--- config.mk ---
export PLATFORM = sky130hd
export DESIGN_NAME = gmii_pixel_depacketizer
export DESIGN_NICKNAME = d
export VERILOG_FILES = /design/src/rtl/gmii_pixel_depacketizer.sv
export SDC_FILE = /design/constraint.sdc
export NUM_CORES = 1
export LEC_CHECK = 0
export BUFFER_PORTS_ARGS = -buffer_cell sky130_fd_sc_hd__buf_2
export CAP_MARGIN = 10
export CORE_MARGIN = 5
export CORE_UTILIZATION = 51
export DETAILED_ROUTE_END_ITERATION = 7
export HOLD_SLACK_MARGIN = 0.06
export PLACE_DENSITY = 0.84
export SYNTH_ARGS = -nofsm -noshare
export SYNTH_HDL_FRONTEND = slang
export SYNTH_SLANG_ARGS = --single-unit
--- constraint.sdc ---
create_clock -name clk125m -period 3.6 [get_ports clk125m]
set_input_delay 0.54 -clock clk125m [delete_from_list [all_inputs] [get_ports clk125m]]
set_output_delay 0.54 -clock clk125m [all_outputs]
set_load 0.05 [all_outputs]
--- src/rtl/gmii_pixel_depacketizer.sv ---
// gmii_pixel_depacketizer
// Parses GMII receive frames that carry video line segments. The header gives
// a line number (y) and a segment index (x). Payload bytes are paired and
// emitted as one-cycle FIFO write strobes. Good and bad packets are counted.
//
// Output handshake: fifo_wr_en is a valid-only strobe with no ready. Each high
// cycle carries one pixel pair on dout1/dout2, tagged with y_dout/x_dout. The
// downstream FIFO must accept it in that cycle. While the strobe is low, the
// data outputs hold their last values.
module gmii_pixel_depacketizer #(
  parameter logic [15:0] ETHTYPE = 16'h88B5,
  parameter int          PAIRS   = 320,
  parameter int          V_LINES = 720
) (
  input  logic        clk125m,
  input  logic        reset_n,
  input  logic        rx_dv,
  input  logic        rx_er,
  input  logic [7:0]  rxd,
  output logic        fifo_wr_en,
  output logic [10:0] y_dout,
  output logic [1:0]  x_dout,
  output logic [7:0]  dout1,
  output logic [7:0]  dout2,
  output logic [15:0] pkt_cnt,
  output logic [15:0] err_cnt,
  output logic [2:0]  o_dbg_state
);

  localparam int PW = $clog2(PAIRS);

  typedef enum logic [2:0] {
    S_IDLE     = 3'd0,
    S_PREAMBLE = 3'd1,
    S_HEADER   = 3'd2,
    S_PAYLOAD  = 3'd3,
    S_DROP     = 3'd4
  } state_t;

  logic          r_rst_sync;
  logic          w_rst_n;

  state_t        r_state,     w_state_nxt;
  logic [4:0]    r_idx,       w_idx_nxt;
  logic [7:0]    r_etype_hi,  w_etype_hi_nxt;
  logic [2:0]    r_y_hi,      w_y_hi_nxt;
  logic [10:0]   r_y,         w_y_nxt;
  logic [PW-1:0] r_pair,      w_pair_nxt;
  logic          r_phase,     w_phase_nxt;
  logic [7:0]    r_even,      w_even_nxt;
  logic          r_wr_en,     w_wr_en_nxt;
  logic [10:0]   r_y_dout,    w_y_dout_nxt;
  logic [1:0]    r_x_dout,    w_x_dout_nxt;
  logic [7:0]    r_dout1,     w_dout1_nxt;
  logic [7:0]    r_dout2,     w_dout2_nxt;
  logic [15:0]   r_pkt_cnt,   w_pkt_cnt_nxt;
  logic [15:0]   r_err_cnt,   w_err_cnt_nxt;
  logic          w_pkt_inc;
  logic          w_err_inc;
  logic [10:0]   w_y_cand;

  // Reset synchroniser. Assertion passes through asynchronously. Release is
  // retimed so that the logic first runs on the edge after the release edge.
  always_ff @(posedge clk125m or negedge reset_n) begin
    if (!reset_n) r_rst_sync <= 1'b0;
    else          r_rst_sync <= 1'b1;
  end

  assign w_rst_n  = r_rst_sync;
  assign w_y_cand = {r_y_hi, rxd};

  // Register the FSM state together with its datapath and the counters.
  always_ff @(posedge clk125m or negedge w_rst_n) begin
    if (!w_rst_n) begin
      r_state    <= S_IDLE;
      r_idx      <= '0;
      r_etype_hi <= '0;
      r_y_hi     <= '0;
      r_y        <= '0;
      r_pair     <= '0;
      r_phase    <= 1'b0;
      r_even     <= '0;
      r_wr_en    <= 1'b0;
      r_y_dout   <= '0;
      r_x_dout   <= '0;
      r_dout1    <= '0;
      r_dout2    <= '0;
      r_pkt_cnt  <= '0;
      r_err_cnt  <= '0;
    end else begin
      r_state    <= w_state_nxt;
      r_idx      <= w_idx_nxt;
      r_etype_hi <= w_etype_hi_nxt;
      r_y_hi     <= w_y_hi_nxt;
      r_y        <= w_y_nxt;
      r_pair     <= w_pair_nxt;
      r_phase    <= w_phase_nxt;
      r_even     <= w_even_nxt;
      r_wr_en    <= w_wr_en_nxt;
      r_y_dout   <= w_y_dout_nxt;
      r_x_dout   <= w_x_dout_nxt;
      r_dout1    <= w_dout1_nxt;
      r_dout2    <= w_dout2_nxt;
      r_pkt_cnt  <= w_pkt_cnt_nxt;
      r_err_cnt  <= w_err_cnt_nxt;
    end
  end

  // Next-state and datapath decode. Every decision uses the byte sampled in
  // this cycle, and rx_er is checked before the data byte.
  always_comb begin
    w_state_nxt    = r_state;
    w_idx_nxt      = r_idx;
    w_etype_hi_nxt = r_etype_hi;
    w_y_hi_nxt     = r_y_hi;
    w_y_nxt        = r_y;
    w_pair_nxt     = r_pair;
    w_phase_nxt    = r_phase;
    w_even_nxt     = r_even;
    w_wr_en_nxt    = 1'b0;
    w_y_dout_nxt   = r_y_dout;
    w_x_dout_nxt   = r_x_dout;
    w_dout1_nxt    = r_dout1;
    w_dout2_nxt    = r_dout2;
    w_pkt_inc      = 1'b0;
    w_err_inc      = 1'b0;

    unique case (r_state)
      S_IDLE: begin
        if (rx_dv) w_state_nxt = (rxd == 8'h55) ? S_PREAMBLE : S_DROP;
      end

      S_PREAMBLE: begin
        if (!rx_dv) begin
          w_state_nxt = S_IDLE;
        end else if (rxd == 8'hD5) begin
          w_state_nxt = S_HEADER;
          w_idx_nxt   = '0;
        end else if (rxd != 8'h55) begin
          w_state_nxt = S_DROP;
        end
      end

      S_HEADER: begin
        if (!rx_dv) begin
          w_err_inc   = 1'b1;
          w_state_nxt = S_IDLE;
        end else if (rx_er) begin
          w_err_inc   = 1'b1;
          w_state_nxt = S_DROP;
        end else begin
          w_idx_nxt = r_idx + 5'd1;
          case (r_idx)
            5'd12: w_etype_hi_nxt = rxd;
            // Foreign EtherType is not an error: drop the frame without counting it.
            5'd13: if ({r_etype_hi, rxd} != ETHTYPE) w_state_nxt = S_DROP;
            5'd14: w_y_hi_nxt = rxd[2:0];
            5'd15: begin
              if (w_y_cand >= 11'(V_LINES)) begin
                w_err_inc   = 1'b1;
                w_state_nxt = S_DROP;
              end else begin
                w_y_nxt = w_y_cand;
              end
            end
            5'd16: begin
              w_y_dout_nxt = r_y;
              w_x_dout_nxt = rxd[1:0];
              w_pair_nxt   = '0;
              w_phase_nxt  = 1'b0;
              w_state_nxt  = S_PAYLOAD;
            end
            default: ;
          endcase
        end
      end

      S_PAYLOAD: begin
        if (!rx_dv) begin
          // Any latched even byte is discarded along with the frame.
          w_err_inc   = 1'b1;
          w_state_nxt = S_IDLE;
        end else if (rx_er) begin
          w_err_inc   = 1'b1;
          w_state_nxt = S_DROP;
        end else if (!r_phase) begin
          w_even_nxt  = rxd;
          w_phase_nxt = 1'b1;
        end else begin
          w_dout1_nxt = r_even;
          w_dout2_nxt = rxd;
          w_wr_en_nxt = 1'b1;
          w_phase_nxt = 1'b0;
          if (r_pair == PW'(PAIRS - 1)) begin
            w_pkt_inc   = 1'b1;
            w_state_nxt = S_DROP;
          end else begin
            w_pair_nxt = r_pair + 1'b1;
          end
        end
      end

      S_DROP: begin
        if (!rx_dv) w_state_nxt = S_IDLE;
      end

      default: w_state_nxt = S_IDLE;
    endcase

    w_pkt_cnt_nxt = (w_pkt_inc && (r_pkt_cnt != 16'hFFFF)) ? r_pkt_cnt + 16'd1 : r_pkt_cnt;
    w_err_cnt_nxt = (w_err_inc && (r_err_cnt != 16'hFFFF)) ? r_err_cnt + 16'd1 : r_err_cnt;
  end

  assign fifo_wr_en  = r_wr_en;
  assign y_dout      = r_y_dout;
  assign x_dout      = r_x_dout;
  assign dout1       = r_dout1;
  assign dout2       = r_dout2;
  assign pkt_cnt     = r_pkt_cnt;
  assign err_cnt     = r_err_cnt;
  assign o_dbg_state = r_state;

endmodule

==> metrics.txt, run 1 <==
DP HPWL=7650 um; Synth top area share=54.6%; DRT iter0 DRCs=236; post-synthesis simple-gate area fraction=19.0%; grt total ovfl=0; RSZ-0062 raised after global routing=false; DRT Pass-1 Iters=5; Detail Route Antenna Nets=0; Max Cap Violations=0; Highest Signal Layer=met4; Max Freq=0.416 GHz; critical path class=flip-flop to flip-flop; Worst R2R Start=r_idx[0]; Yosys warnings=0; Combinational Power Share=24.0%; status=completed; complex-gate fraction of the synthesized area=5.78%; routed via count=3694; Max Slew Vio Count=0; hold path startpoint=rxd[1]; row count=36; drt drc=0; final net count=541; Yosys cell types=59; Post-synth top cells=dfrtp_1 (111), nand2_1 (73), mux2_2 (49); met2 wire len=5170 um; Most used DFF post-synth=dfrtp_1; Async SR Flop Fraction=100%; worst skew pair latency=0.37 ns; Initial Utilization=52.1%; min cycle time layout=2.40 ns; Hold Path Class=input pin to flip-flop; Layout Skew=0.0128 ns; drt total wl=10500 um; Die Ht=110 um; initial antenna violation count=0; launch point of the worst path=r_idx[0]; post-synthesis adder-cell area fraction=1.97%; wire length per cell=15.9 um; layout cells sized above 1=29.7%; Vias/cell=5.61; clock group share of total power=25.3%; Clock Sinks=111; number of global-route vias before repair=3734; CTS buffer count=9; Synth Area in XOR/XNOR=5.68%; cell taking the most area after synthesis=dfrtp_1; Top Ports=77; Post-synth EDFFs=0; deepest clock path buffer count=2; Tot GR Track Use=19.0%; CP Max Fanout=11; proportion of synthesized chip area in sequential cells=54.6%; Final Power=3.02 mW; actual slew at the worst max-slew pin=1.10 ns; FF+latch count, synth=111; TNS Setup=0 ns; Met1 Routed Length=4740 um; crit end category=flip-flop; TritonCTS clock tree=yes; Max VDD drop=0.458 mV; cell area after synthesis=0.00509 mm2; main combinational cell family by area after synthesis=simple AND/OR/NAND/NOR gates; Mapped Nets=463; Switch Pwr=1.09 mW; power per cell area=522 mW/mm2; Final Hold Viols=0; GP Congestion=0.850; # diodes=0; top post-synthesis cells by area=dfrtp_1 (55%), mux2_2 (11%), nand2_1 (5.4%); cts hold-fix bufs=1; Setup violations, final=0; Max-Slew Margin vs Limit=26.8%; Fillers=807; clk slew on worst S/H paths=0.11 ns; first-pass GRT wire length=18200 um; syn avg cell area=11.5 um2; postcts setup bufs=0; cell count after synthesis=443; largest net degree at the start of global routing=87; met3 WL=512 um; most common cell in the netlist=dfrtp_1; core area=0.00977 mm2; Area Growth Syn to Fin=13.8%; leakage=2.91 nW; H-tree depth=3; post-synthesis mux area share=10.8%; CP Data Required Time=3.86 ns; die area=0.0121 mm2; die width=110 um; Root Buffer Master=clkbuf_8; Final period util=66.7%; Resized Gates After CTS=0; internal cell power=1.94 mW; crit start category=flip-flop; register share of total power=50.8%; Switching Share=35.9%; CP Data Arrival Time=2.66 ns; I/O Buffers=76
## kinds of logic after synthesis
logic type | Yosys count
AND/OR/NAND/NOR | 181
flip-flops | 111
multiplexers | 49
AO/OA/AOI/OAI | 40
XOR/XNOR | 33
buffers and inverters | 20
adder cells (fa/ha/maj) | 8
other | 1
## critical path, cell delays in order (launching register included)
cell and delay [ns]:
dfrtp_1 0.46, ha_1 0.21, and3_1 0.18, ha_1 0.21
nand3b_1 0.11, nor2_1 0.70, mux2_2 0.41
## final timing paths
kind                              endpoint  slack [ns]  cells past startpoint
worst max register to register      r_y[6]        1.20                      6
worst min-delay path             x_dout[1]        0.45                      3
worst max-delay path                r_y[6]        1.20                      6
min in group asynchronous       r_rst_sync        0.46                      2
max in group asynchronous       err_cnt[1]        2.13                      1
worst min register to register  y_dout[10]        0.48                      2
## placed cells by master, fill, tap and decap left out, types with 9 or more instances in the layout
cell type / count
dfrtp_1: 110
buf_2: 76
nand2_1: 73
mux2_2: 49
xnor2_1: 25
nor2_1: 21
nand3_1: 16
nand4_1: 14
o21ai_0: 10
and3_1: 9
clkbuf_8: 9
## per-layer routing
metal / global-route usage, % / vias up
met2: 30.7 / 92
met1: 26.0 / 1871
met5: 0 / -
met3: 4.52 / 5
met4: 4.36 / 0
li1: - / 1726
## area by class of cell
cell class              count  area [um2]  share of cell area [%]
well taps                 133         166                    2.87
clock buffers               9         124                    2.14
flip-flops and latches    111        2780                    48.0
clock inverters             6        76.3                    1.32
multi-input cells         312        2210                    38.2
inverters                   8        30.0                   0.518
repair buffers             79         405                    7.00
## registers in the layout (all words and copies together) (netlist names)
| register | count |
|---|---|
| r_y | 11 |
| o_dbg_state | 3 |
| y_dout | 11 |
| r_pair | 9 |
| err_cnt | 16 |
| dout1 | 8 |
| r_etype_hi | 8 |
| r_rst_sync | 1 |
| dout2 | 8 |
| r_phase | 1 |
| r_y_hi | 3 |
| fifo_wr_en | 1 |
| r_even | 8 |
| r_idx | 5 |
| x_dout | 2 |
| pkt_cnt | 16 |
## power by group through the flow
stage,sequential (mW),combinational [mW],clock [mW]
after floorplan,1.77,0.347,0
after global placement,1.55,0.710,0
after detailed placement,1.56,0.728,0
after CTS,1.54,0.730,0.785
after global routing,1.56,0.783,0.831
final,1.54,0.725,0.764
## per-stage QoR
step                      area, um2  instances  utilization (%)  hold WS [ns]  worst slack (ns)
after floorplan                5090        443                -         0.244             0.249
after global placement         5580        642             57.1         0.316              1.25
after detailed placement       5580        642             57.1         0.317              1.16
after CTS                      5790        658             59.3         0.432              1.22
after global routing           5790        658             59.3         0.446              1.08
final                          5790        658             59.3         0.449              1.20
(Power assumes the default switching activity.)
==> run 2, diff against run 1 <==
- ABC_AREA: not set -> 1
- CORE_UTILIZATION: 51 -> 52
- clock period: 3.6 -> 2 ns (I/O delays scaled with it)
==> metrics.txt, run 2 <==
first-pass GRT wire length=20900 um (+15%); Vias/cell=5.26 (-6.3%); worst-path cell chain=ha_1 -> inv_1 -> nor2_1 -> ha_1 -> nand3_1 -> o21ai_2 -> buf_4 -> nand3_1 -> nand2_1; crit end category=flip-flop; top post-synthesis cells by area=dfrtp_1 (50%), nand2_1 (12%), nand3_1 (5.4%); CP Max Fanout=11 (unchanged); Async SR Flop Fraction=100% (unchanged); Clock Sinks=111 (unchanged); Slowest-stage cell, CP=dfrtp_2; number of global-route vias before repair=4503 (+21%); most common cell after layout, fill and taps aside=nand2_1; Most used DFF post-synth=dfrtp_1; largest net degree at the start of global routing=49 (-44%); Root Buffer Master=clkbuf_8; Max Cap Violations=0 (unchanged); clk slew on worst S/H paths=0.11 ns (about the same); die area=0.0129 mm2 (+6.5%); deepest clock path buffer count=2 (unchanged); cell count after synthesis=647 (+46%); proportion of synthesized chip area in sequential cells=50.0% (-4.6 points); postcts setup bufs=0 (unchanged); min cycle time layout=1.84 ns (-0.559 ns); Max VDD drop=0.451 mV (-1.5%); grt total ovfl=0 (unchanged); GP Congestion=0.944 (+11%); Final Hold Viols=0 (unchanged); Hold Path Class=input pin to flip-flop; Max Freq=0.543 GHz (+30%); initial antenna violation count=0 (unchanged); row count=37 (+2.8%); routed via count=4589 (+24%); die width=113 um (+3.2%); Final Cell Area=0.00632 mm2 (+9.0%); final setup margin=0.158 ns (-1.04 ns); syn avg cell area=8.59 um2 (-25%); Setup violations, final=0 (unchanged); max incr delay on CP=0.42 ns (-0.28 ns); TritonCTS clock tree=yes; FF+latch count, synth=111 (unchanged); final net count=751 (+39%); Initial Utilization=53.6% (+1.5 points); Post-synth EDFFs=0 (unchanged); Synth top area share=50.0% (-4.6 points); most common cell in the netlist=nand2_1; RSZ-0062 raised after global routing=false; CP Data Required Time=2.31 ns (-1.55 ns); worst skew pair latency=0.37 ns (about the same); cell count of the worst reg-to-reg path=9 (+3); Final period util=92.1% (+25 points); crit start category=flip-flop; DRT Pass-1 Iters=5 (unchanged); cell taking the most area after synthesis=dfrtp_1; DRT iter0 DRCs=316 (+34%); Layout Skew=0.0133 ns (+0.000530 ns); core area=0.0104 mm2 (+6.1%); drt total wl=12200 um (+16%); setup slack at placement=0.0469 ns (-1.11 ns); Top Ports=77 (unchanged); Post-DP Area=0.00610 mm2 (+9.3%); cell area after synthesis=0.00556 mm2 (+9.2%); DP HPWL=9210 um (+20%); TNS Setup=0 ns (unchanged); CTS buffer count=9 (unchanged); Post-synth top cells=nand2_1 (185), dfrtp_1 (111), nand3_1 (60); Area Growth Syn to Fin=13.6%; Die Ht=113 um (+3.2%); I/O Buffers=76 (unchanged); Fillers=897 (+11%); Mapped Nets=667 (+44%); status=completed; leakage=3.39 nW (+17%); CP Data Arrival Time=2.15 ns (-0.51 ns); layout cells sized above 1=20.0% (-9.7 points); H-tree depth=3 (unchanged); Max Slew Vio Count=0 (unchanged); Yosys cell types=38 (-36%); commonest cells after routing, fill and taps aside=nand2_1 (185), dfrtp_1 (109), buf_2 (76); wire length per cell=14.0 um (-12%); drt drc=0 (unchanged); critical path class=flip-flop to flip-flop; power per cell area=604 mW/mm2 (+16%); Hold Path Stages=3 (unchanged); Tot GR Track Use=19.6% (+0.62 points); Yosys warnings=0 (unchanged); # diodes=0 (unchanged); Detail Route Antenna Nets=0 (unchanged)
==> run 2: kinds of logic (layout without fill, tap and decap cells) <==
logic type / Yosys count / after routing / synth area share, %
muxes: 11 / 11 / 2.50
other: 1 / 1 / 0.0674
xor gates and xnor gates: 31 / 31 / 4.88
DFF: 111 / 111 / 50.0
adders and majority gates: 8 / 8 / 1.80
AOI/OAI and AO/OA: 67 / 67 / 6.35
buffers and inverters: 75 / 164 / 5.78
and+or+nand+nor: 343 / 343 / 28.7
==> run 2: cell type report <==
class                           count  area, um2  share of cell area [%]
Clock inverter                      7       70.1                    1.11
Multi-Input combinational cell    461       2470                    39.1
Inverter                           63        239                    3.78
Clock buffer                        9        124                    1.96
Timing Repair Buffer               85        463                    7.33
Tap cell                          136        170                    2.69
Sequential cell                   111       2780                    44.0
==> run 2: per-layer routing <==
layer	global-route usage [%]	wire (um)	vias to the layer above
li1	-	-	2243
met1	26.0	5310	2194
met2	33.6	6030	138
met3	3.98	725	14
met4	4.17	123	0
met5	0	0	-
==> run 2: metrics by stage <==
stage	hold slack [ns]	utilization, %	std cells	power (mW)
6_report	0.191	60.9	872	3.82
5_1_grt	0.190	60.9	872	3.97
4_1_cts	0.175	60.8	872	3.86
3_5_place_dp	0.0749	58.9	855	2.55
3_3_place_gp	0.0742	58.9	855	2.54
2_1_floorplan	0.00441	-	647	2.47
==> run 2: what timing repair did <==
action / CTS / global route
hold endpoints to repair: 1 / 0
setup endpoints to repair: 0 / 27
hold buffers: 1 / 0
gates resized for setup: 0 / 3
==> run 2: critical path: cells and delay by family (launching register included) <==
| kind | cells | cell delay [ns] |
|---|---|---|
| flops | 1 | 0.42 |
| buf+inv | 2 | 0.31 |
| compound gates | 1 | 0.18 |
| simple gates | 4 | 0.41 |
| fa+ha+maj | 2 | 0.46 |
==> run 2: power breakdown <==
group | switching, mW | internal, mW
Sequential | 0.0291 | 2.26
Combinational | 0.165 | 0.0583
Clock | 0.815 | 0.493
==> run 2: final timing paths <==
check | slack (ns) | endpoint | start
worst max-delay path | 0.16 | err_cnt[12] | r_idx[0]
worst min-delay path | 0.19 | r_even[2] | rxd[2]
worst max register to register | 0.16 | err_cnt[12] | r_idx[0]
worst min register to register | 0.28 | pkt_cnt[2] | r_rst_sync
max in group asynchronous | 1.08 | y_dout[7] | r_rst_sync
min in group asynchronous | 0.23 | r_rst_sync | reset_n
==> run 3, diff against run 2 <==
- CORE_UTILIZATION: 52 -> 35
- PLACE_DENSITY: 0.84 -> 0.63
- RECOVER_POWER: not set -> 100
- clock period: 2 -> 1.64 ns (I/O delays scaled with it)
==> metrics.txt, run 3 (synthesis results as in run 2) <==
DP HPWL=9280 um (+0.70%); deepest clock path buffer count=2 (unchanged); Detail Route Antenna Nets=0 (unchanged); Area Growth Syn to Fin=26.9%; TNS Setup=0 ns (unchanged); GP Congestion=0.834 (-12%); critical path class=flip-flop to flip-flop; Hold Path Class=input pin to flip-flop; most frequent CP cell=ha_2; Vias/cell=4.65 (-12%); Fillers=1564 (+74%); Clock Sinks=111 (unchanged); Min Hold Slack=0.138 ns (-0.0524 ns); Max-Slew Margin vs Limit=20.3%; internal cell power=4.13 mW (+47%); grt total ovfl=0 (unchanged); Layout Skew=0.00726 ns (-0.00605 ns); Combinational Power Share=5.7% (about the same); Switching Share=25.0% (-1.4 points); layout cells sized above 1=26.0% (+6.0 points); crit end category=flip-flop; clk slew on worst S/H paths=0.08 ns (-0.03 ns); crit start category=flip-flop; Non-Filler Instances=990 (+14%); Die Ht=136 um (+20%); wire length per cell=13.3 um (-4.9%); max incr delay on CP=0.41 ns (about the same); Initial Utilization=35.4% (-18 points); status=completed; number of global-route vias before repair=4361 (-3.2%); final net count=789 (+5.1%); CP Data Arrival Time=1.93 ns (-0.22 ns); drt total wl=13200 um (+8.0%); Switch Pwr=1.38 mW (+37%); Max VDD drop=0.464 mV (+2.9%); placed instance count=963 (+13%); die area=0.0185 mm2 (+44%); row count=46 (+24%); register share of total power=50.3% (-9.6 points); Max Slew Vio Count=0 (unchanged); I/O Buffers=76 (unchanged); actual slew at the worst max-slew pin=1.20 ns; routed via count=4605 (+0.35%); Final Hold Viols=0 (unchanged); worst path bufs/invs=2 (unchanged); Max Freq=0.611 GHz (+13%); power per cell area=782 mW/mm2 (+29%); Tot GR Track Use=14.4% (-5.2 points); Final Power=5.51 mW (+44%); largest net degree at the start of global routing=48 (-2.0%); Setup violations, final=0 (unchanged); die width=136 um (+20%); Root Buffer Master=clkbuf_16; commonest cells after routing, fill and taps aside=nand2_1 (175), dfrtp_1 (88), nand3_1 (52), inv_1 (52), nor2_1 (46); TritonCTS clock tree=yes; H-tree depth=3 (unchanged); Max Cap Violations=0 (unchanged); Final period util=99.7% (+7.6 points); DRT Pass-1 Iters=4 (-1); DRT iter0 DRCs=313 (-0.95%); # diodes=0 (unchanged); CP Data Required Time=1.93 ns (-0.38 ns); core area=0.0157 mm2 (+52%); first-pass GRT wire length=21500 um (+3.0%); initial antenna violation count=0 (unchanged); drt drc=0 (unchanged); leakage=3.47 nW (+2.2%); multi-input logic area=0.00269 mm2 (+8.9%); Top Ports=77 (unchanged); clock group share of total power=44.0% (+9.7 points); CP Max Fanout=5 (-6); cell family with most CP delay=adder cells; RSZ-0062 raised after global routing=true; min cycle time layout=1.64 ns (-0.207 ns); worst skew pair latency=0.36 ns (about the same); worst-path cell chain=ha_2 -> inv_2 -> nor2_2 -> ha_2 -> nand3_2 -> o21ai_4 -> buf_4 -> nand3_1 -> nand2_1; most common cell after layout, fill and taps aside=nand2_1; Seq. cell area=0.00281 mm2 (+0.85%); Slowest-stage cell, CP=dfrtp_1; CTS buffer count=9 (unchanged)
==> run 3: changes by cell type in the layout (fill, tap and decap cells not counted), sizes merged <==
cell / before / now
inv: 68 / 66
nand2: 195 / 197
buf: 84 / 76
bufinv: 0 / 1
clkbuf: 9 / 54
==> run 3: routing by layer <==
metal / wire [um] / vias to the layer above / GRT usage, % / part of all wire [%]
met5: 0 / - / 0 / 0
met4: 299 / 0 / 4.37 / 2.3
met3: 388 / 18 / 2.78 / 2.9
met2: 5970 / 75 / 23.0 / 45
met1: 6500 / 2175 / 20.0 / 49
li1: - / 2337 / - / -
==> run 3: worst paths after layout <==
path,start,end,slack (ns),depth (start not counted)
setup / recovery,r_idx[1],err_cnt[1],0.004,9
hold / removal,rxd[0],r_even[0],0.14,3
setup reg to reg,r_idx[1],err_cnt[1],0.004,9
hold reg to reg,r_y[10],r_y[10],0.47,2
max in group asynchronous,r_rst_sync,err_cnt[3],0.24,1
min in group asynchronous,reset_n,r_rst_sync,0.18,2
==> run 3: power groups by stage <==
stage               Sequential, mW  Combinational, mW  Clock, mW
floorplan                     2.91              0.112          0
global placement              2.83              0.309          0
detailed placement            2.83              0.308          0
CTS                           2.78              0.315       2.50
global route                  2.78              0.357       2.59
finish                        2.77              0.315       2.42
==> run 3: stage by stage <==
stage	util (%)	cell area [um2]	setup WS, ns
2_1_floorplan	-	5670	-0.0535
3_3_place_gp	41.6	6540	0.0110
3_5_place_dp	41.6	6540	-0.0111
4_1_cts	43.9	6910	0.00136
5_1_grt	44.9	7060	-0.127
6_report	44.9	7060	0.00439
==> run 3: repair_timing <==
action | in CTS | in global routing
endpoints found under the hold margin | 1 | 0
hold buffers | 1 | 0
pin swaps | 0 | 10
cloned | 0 | 3
endpoints found under the setup margin | 22 | 72
gates resized for setup | 7 | 44
buffers inserted | 0 | 7
==> run 3: final cells by class <==
class	instances	area share, %
Clock buffer	10	3.39
Clock inverter	6	1.37
Inverter	63	3.49
Multi-Input combinational cell	463	38.1
Sequential cell	111	39.8
Tap cell	216	3.83
Timing Repair Buffer	121	10.0
==> run 3: worst register-to-register path, stage by stage (launching register included) <==
cell and delay, ns:
dfrtp_1 0.41, ha_2 0.21, inv_2 0.04, nor2_2 0.09
ha_2 0.22, nand3_2 0.09, o21ai_4 0.15, buf_4 0.22
nand3_1 0.07, nand2_1 0.07
